[config.mk]
export PLATFORM = sky130hd
export DESIGN_NAME = i2c_eeprom_slave_flat
export DESIGN_NICKNAME = d
export VERILOG_FILES = /design/src/rtl/i2c_eeprom_slave_if.sv /design/src/rtl/i2c_eeprom_slave.sv /design/src/flat_wrapper.sv
export SDC_FILE = /design/constraint.sdc
export NUM_CORES = 2
export LEC_CHECK = 0
export BUFFER_PORTS_ARGS = -buffer_cell sky130_fd_sc_hd__buf_2
export CORE_MARGIN = 10
export CORE_UTILIZATION = 43
export CTS_CLUSTER_DIAMETER = 40
export CTS_CLUSTER_SIZE = 24
export DETAILED_ROUTE_END_ITERATION = 8
export GPL_TIMING_DRIVEN = 0
export SLEW_MARGIN = 20
export SYNTH_ARGS = -nofsm -noshare
export SYNTH_HDL_FRONTEND = slang
export SYNTH_SLANG_ARGS = --single-unit
[constraint.sdc]
create_clock -name clk -period 7 [get_ports clk]
set_input_delay 0.35 -clock clk [delete_from_list [all_inputs] [get_ports clk]]
set_output_delay 0.35 -clock clk [all_outputs]
set_load 0.05 [all_outputs]
[src/rtl/i2c_eeprom_slave_if.sv]
// I2C pin bundle between a bus master and the EEPROM responder.
// The master owns scl and the resolved sda level; the responder only returns an open-drain pull-down enable.
interface i2c_eeprom_slave_if;
  logic scl;
  logic sda_in;
  logic sda_oe;

  modport master (output scl, output sda_in, input sda_oe);
  modport slave  (input scl, input sda_in, output sda_oe);
endinterface

[src/rtl/i2c_eeprom_slave.sv]
// I2C responder modelling a 128x8 EEPROM: oversampled scl/sda, START/STOP detection, command decode, byte write/read.
// Optional macro SEQ_ADDR_INC_EN: auto-increment the address after each committed write or ACKed read byte.
module i2c_eeprom_slave #(
  parameter int unsigned SYNC_STAGES = 2,
  parameter logic [7:0]  MEM_INIT    = 8'hFF
) (
  input  logic                clk,
  input  logic                rst,
  i2c_eeprom_slave_if.slave   bus,
  output logic                busy,
  output logic                wr_stb,
  output logic [6:0]          wr_addr,
  output logic [7:0]          wr_data,
  output logic                done,
  output logic                nack_seen
);

  localparam int unsigned AW    = 7;
  localparam int unsigned DW    = 8;
  localparam int unsigned DEPTH = 128;
  localparam int unsigned CW    = 4;

`ifdef SEQ_ADDR_INC_EN
  localparam bit SEQ_INC = 1'b1;
`else
  localparam bit SEQ_INC = 1'b0;
`endif

  typedef enum logic [2:0] {
    S_IDLE, S_CMD, S_CMD_ACK, S_WDATA, S_WDATA_ACK, S_RDATA, S_RDATA_ACK, S_WAIT_STOP
  } state_t;

  state_t r_state, w_state_nxt;

  logic [SYNC_STAGES-1:0] r_scl_sync, r_sda_sync;
  logic r_scl_d, r_sda_d;
  logic w_scl, w_sda, w_rise, w_fall, w_start, w_stop;

  logic [DW-1:0] r_mem [DEPTH];
  logic [DW-1:0] w_mem_rd, w_byte;
  logic          w_mem_we;

  logic [DW-1:0] r_shift, w_shift_nxt;
  logic [CW-1:0] r_cnt, w_cnt_nxt;
  logic [AW-1:0] r_addr, w_addr_nxt;
  logic          r_rw, w_rw_nxt;
  logic          r_ack_drv, w_ack_drv_nxt;
  logic          r_wr_once, w_wr_once_nxt;
  logic          r_seen, w_seen_nxt;
  logic          r_oe, w_oe_nxt;
  logic          r_busy, w_busy_nxt;
  logic          r_nack, w_nack_nxt;
  logic          r_wr_stb, w_wr_stb_nxt;
  logic [AW-1:0] r_wr_addr, w_wr_addr_nxt;
  logic [DW-1:0] r_wr_data, w_wr_data_nxt;
  logic          r_done, w_done_nxt;
  logic          w_wr_ok;

  // Synchronizer chain plus one delayed copy for edge detection; idle bus level is high.
  always_ff @(posedge clk or negedge rst) begin
    if (!rst) begin
      r_scl_sync <= '1;
      r_sda_sync <= '1;
      r_scl_d    <= 1'b1;
      r_sda_d    <= 1'b1;
    end else begin
      r_scl_sync <= {r_scl_sync[SYNC_STAGES-2:0], bus.scl};
      r_sda_sync <= {r_sda_sync[SYNC_STAGES-2:0], bus.sda_in};
      r_scl_d    <= r_scl_sync[SYNC_STAGES-1];
      r_sda_d    <= r_sda_sync[SYNC_STAGES-1];
    end
  end

  assign w_scl   = r_scl_sync[SYNC_STAGES-1];
  assign w_sda   = r_sda_sync[SYNC_STAGES-1];
  assign w_rise  = w_scl & ~r_scl_d;
  assign w_fall  = ~w_scl & r_scl_d;
  assign w_start = w_scl & r_scl_d & r_sda_d & ~w_sda;
  assign w_stop  = w_scl & r_scl_d & ~r_sda_d & w_sda;

  assign w_byte   = {r_shift[DW-2:0], w_sda};
  assign w_mem_rd = r_mem[r_addr];
  // Without auto-increment only the first data byte of a write is accepted.
  assign w_wr_ok  = SEQ_INC | ~r_wr_once;

  always_ff @(posedge clk or negedge rst) begin
    if (!rst) begin
      for (int i = 0; i < int'(DEPTH); i++) r_mem[i] <= MEM_INIT;
    end else if (w_mem_we) begin
      r_mem[r_addr] <= w_byte;
    end
  end

  always_ff @(posedge clk or negedge rst) begin
    if (!rst) r_state <= S_IDLE;
    else      r_state <= w_state_nxt;
  end

  // Next-state logic; bus conditions outrank any scl edge seen in the same cycle.
  always_comb begin
    w_state_nxt = r_state;
    if (w_stop) begin
      w_state_nxt = S_IDLE;
    end else if (w_start) begin
      w_state_nxt = S_CMD;
    end else begin
      case (r_state)
        S_CMD:       if (w_rise && r_cnt == CW'(7)) w_state_nxt = S_CMD_ACK;
        S_CMD_ACK:   if (w_fall && r_ack_drv) w_state_nxt = r_rw ? S_RDATA : S_WDATA;
        S_WDATA:     if (w_rise && r_cnt == CW'(7)) w_state_nxt = w_wr_ok ? S_WDATA_ACK : S_WAIT_STOP;
        S_WDATA_ACK: if (w_fall && r_ack_drv) w_state_nxt = S_WDATA;
        S_RDATA:     if (w_fall && r_cnt == CW'(8)) w_state_nxt = S_RDATA_ACK;
        S_RDATA_ACK: begin
          if (w_rise && w_sda)            w_state_nxt = S_WAIT_STOP;
          else if (w_fall && r_ack_drv)   w_state_nxt = S_RDATA;
        end
        default: w_state_nxt = r_state;
      endcase
    end
  end

  // Datapath and output next values.
  always_comb begin
    w_shift_nxt   = r_shift;
    w_cnt_nxt     = r_cnt;
    w_addr_nxt    = r_addr;
    w_rw_nxt      = r_rw;
    w_ack_drv_nxt = r_ack_drv;
    w_wr_once_nxt = r_wr_once;
    w_seen_nxt    = r_seen;
    w_oe_nxt      = r_oe;
    w_busy_nxt    = r_busy;
    w_nack_nxt    = r_nack;
    w_wr_stb_nxt  = 1'b0;
    w_wr_addr_nxt = r_wr_addr;
    w_wr_data_nxt = r_wr_data;
    w_done_nxt    = 1'b0;
    w_mem_we      = 1'b0;

    if (w_stop) begin
      w_oe_nxt   = 1'b0;
      w_busy_nxt = 1'b0;
      w_done_nxt = r_seen;
    end else if (w_start) begin
      w_cnt_nxt     = '0;
      w_busy_nxt    = 1'b1;
      w_nack_nxt    = 1'b0;
      w_seen_nxt    = 1'b0;
      w_wr_once_nxt = 1'b0;
      w_ack_drv_nxt = 1'b0;
    end else begin
      case (r_state)
        S_CMD: begin
          if (w_rise) begin
            w_shift_nxt = w_byte;
            w_cnt_nxt   = r_cnt + CW'(1);
            if (r_cnt == CW'(7)) begin
              w_addr_nxt    = r_shift[AW-1:0];
              w_rw_nxt      = w_sda;
              w_cnt_nxt     = '0;
              w_ack_drv_nxt = 1'b0;
            end
          end else if (w_fall) begin
            w_oe_nxt = 1'b0;
          end
        end
        // ACK spans exactly one scl low period; a read then drives its first bit on the release edge.
        S_CMD_ACK, S_WDATA_ACK: begin
          if (w_fall) begin
            if (!r_ack_drv) begin
              w_oe_nxt      = 1'b1;
              w_ack_drv_nxt = 1'b1;
            end else begin
              w_ack_drv_nxt = 1'b0;
              w_cnt_nxt     = '0;
              if (r_state == S_CMD_ACK && r_rw) begin
                w_shift_nxt = w_mem_rd;
                w_oe_nxt    = ~w_mem_rd[DW-1];
              end else begin
                w_oe_nxt = 1'b0;
              end
            end
          end
        end
        S_WDATA: begin
          if (w_rise) begin
            w_shift_nxt = w_byte;
            w_cnt_nxt   = r_cnt + CW'(1);
            if (r_cnt == CW'(7)) begin
              w_cnt_nxt     = '0;
              w_ack_drv_nxt = 1'b0;
              if (w_wr_ok) begin
                w_mem_we      = 1'b1;
                w_wr_stb_nxt  = 1'b1;
                w_wr_addr_nxt = r_addr;
                w_wr_data_nxt = w_byte;
                w_seen_nxt    = 1'b1;
                w_wr_once_nxt = 1'b1;
                if (SEQ_INC) w_addr_nxt = r_addr + AW'(1);
              end
            end
          end
        end
        S_RDATA: begin
          if (w_rise) begin
            w_cnt_nxt = r_cnt + CW'(1);
          end else if (w_fall) begin
            if (r_cnt == CW'(8)) begin
              w_oe_nxt      = 1'b0;
              w_seen_nxt    = 1'b1;
              w_ack_drv_nxt = 1'b0;
            end else begin
              w_oe_nxt = ~r_shift[3'(CW'(7) - r_cnt)];
            end
          end
        end
        S_RDATA_ACK: begin
          if (w_rise) begin
            if (w_sda) begin
              w_nack_nxt = 1'b1;
              w_oe_nxt   = 1'b0;
            end else begin
              w_ack_drv_nxt = 1'b1;
              if (SEQ_INC) w_addr_nxt = r_addr + AW'(1);
            end
          end else if (w_fall && r_ack_drv) begin
            w_ack_drv_nxt = 1'b0;
            w_cnt_nxt     = '0;
            w_shift_nxt   = w_mem_rd;
            w_oe_nxt      = ~w_mem_rd[DW-1];
          end
        end
        default: ;
      endcase
    end
  end

  always_ff @(posedge clk or negedge rst) begin
    if (!rst) begin
      r_shift   <= '0;
      r_cnt     <= '0;
      r_addr    <= '0;
      r_rw      <= 1'b0;
      r_ack_drv <= 1'b0;
      r_wr_once <= 1'b0;
      r_seen    <= 1'b0;
      r_oe      <= 1'b0;
      r_busy    <= 1'b0;
      r_nack    <= 1'b0;
      r_wr_stb  <= 1'b0;
      r_wr_addr <= '0;
      r_wr_data <= '0;
      r_done    <= 1'b0;
    end else begin
      r_shift   <= w_shift_nxt;
      r_cnt     <= w_cnt_nxt;
      r_addr    <= w_addr_nxt;
      r_rw      <= w_rw_nxt;
      r_ack_drv <= w_ack_drv_nxt;
      r_wr_once <= w_wr_once_nxt;
      r_seen    <= w_seen_nxt;
      r_oe      <= w_oe_nxt;
      r_busy    <= w_busy_nxt;
      r_nack    <= w_nack_nxt;
      r_wr_stb  <= w_wr_stb_nxt;
      r_wr_addr <= w_wr_addr_nxt;
      r_wr_data <= w_wr_data_nxt;
      r_done    <= w_done_nxt;
    end
  end

  assign bus.sda_oe = r_oe;
  assign busy       = r_busy;
  assign wr_stb     = r_wr_stb;
  assign wr_addr    = r_wr_addr;
  assign wr_data    = r_wr_data;
  assign done       = r_done;
  assign nack_seen  = r_nack;

endmodule

[src/flat_wrapper.sv]
// flat-port wrapper written by rule: the top's interface ports become plain ports
module i2c_eeprom_slave_flat 
#(
  parameter int unsigned SYNC_STAGES = 2,
  parameter logic [7:0]  MEM_INIT    = 8'hFF
)
  (clk, rst, busy, wr_stb, wr_addr, wr_data, done, nack_seen, bus_scl, bus_sda_in, bus_sda_oe);
  i2c_eeprom_slave_if bus_i ();
  input  logic clk;
  input  logic rst;
  output logic busy;
  output logic wr_stb;
  output logic [6:0] wr_addr;
  output logic [7:0] wr_data;
  output logic done;
  output logic nack_seen;
  input wire logic [$bits(bus_i.scl)-1:0] bus_scl;
  input wire logic [$bits(bus_i.sda_in)-1:0] bus_sda_in;
  output wire logic [$bits(bus_i.sda_oe)-1:0] bus_sda_oe;
  assign bus_i.scl = bus_scl;
  assign bus_i.sda_in = bus_sda_in;
  assign bus_sda_oe = bus_i.sda_oe;
  i2c_eeprom_slave #(.SYNC_STAGES(SYNC_STAGES), .MEM_INIT(MEM_INIT)) u_core (.clk(clk), .rst(rst), .bus(bus_i), .busy(busy), .wr_stb(wr_stb), .wr_addr(wr_addr), .wr_data(wr_data), .done(done), .nack_seen(nack_seen));
endmodule
==> results.toml <==
[yosys]
synth_cells = 3650
synth_cell_type_count = 82
synth_top_area_frac = 0.5242
ys_seq_elements = 1076
yosysWarnings = 0
ys.flop_type = "dfstp_2"
synth_most_common_cell = "mux2_2"
avgSynthCellArea_um2 = 14.15
async_flop_share = 1.000
yosysSeqAreaShare = 0.5465
synth.largest_area_cell = "dfstp_2"
syn_nets = 3656
syn-cell-area_um2 = 51630
synthTopCellsByArea = "dfstp_2 (52%), mux2_2 (23%), mux4_2 (3.5%), a221oi_1 (2.4%), dfrtp_1 (2.2%)"
synth_edf_count = 0
synthTopCellsByCount = "mux2_2 (1056), dfstp_2 (1030), clkbuf_1 (158)"

[worst_setup_path]
ff2ff_path_depth = 10
start_kind = "flop"
worst_path_largest_cell_delay_ns = 0.97
cp_max_fo = 12
crit_path_frequent_cell = "buf_6"
endpoint_kind = "flop"
startpoint = "u_core.r_addr[0]"
crit_end = "u_core.r_shift[3]"
r2r_setup_slack_ns = 1.48
reg2reg_from = "u_core.r_addr[0]"
path_cells = "buf_6 -> buf_6 -> buf_4 -> buf_6 -> buf_2 -> buf_2 -> mux2i_1 -> o21bai_1 -> o311ai_1 -> a31oi_1"
crit_type = "reg -> reg"
crit_required_ns = 7.52
r2r_end = "u_core.r_shift[3]"
critical_path.slowest_cell = "o311ai_1"
arrival_ns = 6.04

[sta]
hold_slack_ns = 0.1752
rsz0062_at_grt = "false"
tns_ns = 0
fmax_ghz = 0.1812
worst_pin_slew_ns = 1.390
period_needed_ns = 5.519
drv_slew = 0
relSlewSlack = 0.07333
finalSetupViolCount = 0
finalHoldViolations = 0
min_period_over_period = 0.7885
finClkSkew_ns = 0.03767

[power_and_ir_drop]
p_leak_nw = 24.07
pwr-share-seq = 0.364
pwr-share-clk = 0.513
pwr_density_cell_nw_per_um2 = 288.9
p_comb_frac = 0.123
peakVddDrop_v = 0.0002472
p_sw_frac = 0.3029
power.switching_mw = 5.287
p_int_mw = 12.17

[final_layout]
nets = 3870
fin_cells = 5650
synthToLayoutAreaGrowth_pct = 17.01
drive_above_1_share = 0.7156
fillCellCount = 10240

[route]
antenna_left = 0
drcViolationCount = 0
wl_um = 259600
avgViaCountPerCell = 6.875
drt_iter0_markers = 5494
wl_per_cell_um = 45.95
vias = 38850
dr.pass1.iters = 6

[clocking]
cts_resized = 0
cts_tree = "done"
clock_latency_ns = 0.81
cts_buffers = 168
clock-root-buffer = "clkbuf_16"
cts_setup_buffers = 0
clk_pin_slew_ns = 0.05
h-tree-depth = 4
clock_path_buffers = 3
cts_num_sinks = 1076

[place]
dp_hpwl_um = 174200
gp_congestion = 1.081
io_buffer_count = 23
placedCellCount = 5302

[global_route]
grt_usage = 0.3756
grt_pass1_vias = 36800
grt_max_degree = 135
grt-ovfl-total = 0
grt_pass1_wl_um = 342400
antenna_found_initial = 55

[outcome]
status = "finished, final reports clean"

[floorplan]
die_y_um = 366.5
initial_core_util = 0.4315
die_area_um2 = 134300
rows = 127
die_w_um = 366.5
io_pins = 24
coreArea_um2 = 119700

[flow_run]
max-cap-violations = 0

[worst_hold_path]
hold_class = "in -> async"
[timing repair]
action / in CTS / in global routing
setup endpoints to repair: 0 / 0
hold buffers: 3 / 0
endpoints found under the hold margin: 97 / 0
[power by group through the flow]
stage	registers (mW)	logic, mW	clock network (mW)
CTS	6.35	2.00	8.94
finish	6.36	2.15	8.95
detailed placement	6.44	1.99	0
global route	6.35	2.06	9.24
floorplan	6.40	0.667	0
global placement	6.41	1.96	0
[registers in the layout, summed over array words and instances, names as in the netlist, 2 cells and up]
signal,flops
u_core.r_mem,1024
u_core.r_cnt,4
u_core.r_scl_sync,2
u_core.r_sda_sync,2
u_core.r_state,3
u_core.wr_data,8
u_core.wr_addr,7
u_core.r_addr,7
u_core.r_shift,8
[logic make-up after synthesis]
group	synth area share
DFF	0.5465
muxes	0.3003
AOI/OAI and AO/OA	0.07357
xor gates and xnor gates	0.0001697
buffers and inverters	0.02966
and+or+nand+nor	0.04934
adders and majority gates	0.0004846
[area by class of cell]
type / instances / area (um^2) / share of cell area
flip-flops and latches: 1076 / 28210 / 0.4670
multi-input cells: 2268 / 21940 / 0.3631
clock buffers: 212 / 4703 / 0.07785
well taps: 1612 / 2017 / 0.03339
plain buffers: 292 / 1548 / 0.02562
clock inverters: 102 / 1320 / 0.02185
repair buffers: 44 / 545.5 / 0.009030
diodes: 30 / 75.07 / 0.001243
inverters: 14 / 52.55 / 0.0008699
[layout by cell type (no fill, tap or decap), types with 73 or more instances in the layout]
master     count
nor2_1       106
clkbuf_1     126
buf_2         95
o21ai_0       79
a21oi_1       73
dfstp_2     1030
mux2_2      1056
mux2i_1      111
a221oi_1     139
mux4_2        81
clkbuf_16    171
nand2_1      107
[per-stage QoR]
step | instance area, um^2 | setup slack (ns) | util | power [mW]
6_report | 60410 | 1.481 | 0.5049 | 17.45
3_3_place_gp | 53760 | -18.07 | 0.4493 | 8.369
2_1_floorplan | 51630 | 4.669 | - | 7.067
3_5_place_dp | 54260 | 1.881 | 0.4535 | 8.427
5_1_grt | 60340 | 1.626 | 0.5043 | 17.65
4_1_cts | 60310 | 1.882 | 0.5041 | 17.29
[how the worst min path moves through the flow]
stage	startpoint	endpoint
finish	rst	u_core.r_shift[3]
global route	bus_scl	u_core.r_scl_sync[0]
CTS	rst	u_core.r_shift[3]
detailed placement	u_core.r_scl_sync[1]	u_core.r_scl_d
global placement	u_core.r_scl_sync[1]	u_core.r_scl_d
floorplan	rst	u_core.bus.sda_oe
[critical path: cells and delay by family, from the launching register on]
kind	cells	cell delay, ns
buffers and inverters	6	2.85
AOI/OAI and AO/OA	3	1.52
muxes	1	0.44
DFF	1	0.34
[layer usage]
layer  vias to the layer above  global-route usage  wire length, um
met5                         -             0.01210              531
met4                        22              0.2551            20530
met3                       916              0.1587            33280
met2                      3052              0.5122           105400
met1                     20690              0.4770            99900
li1                      14170                   -                -
No activity file was read; power rests on OpenSTA's default activity.
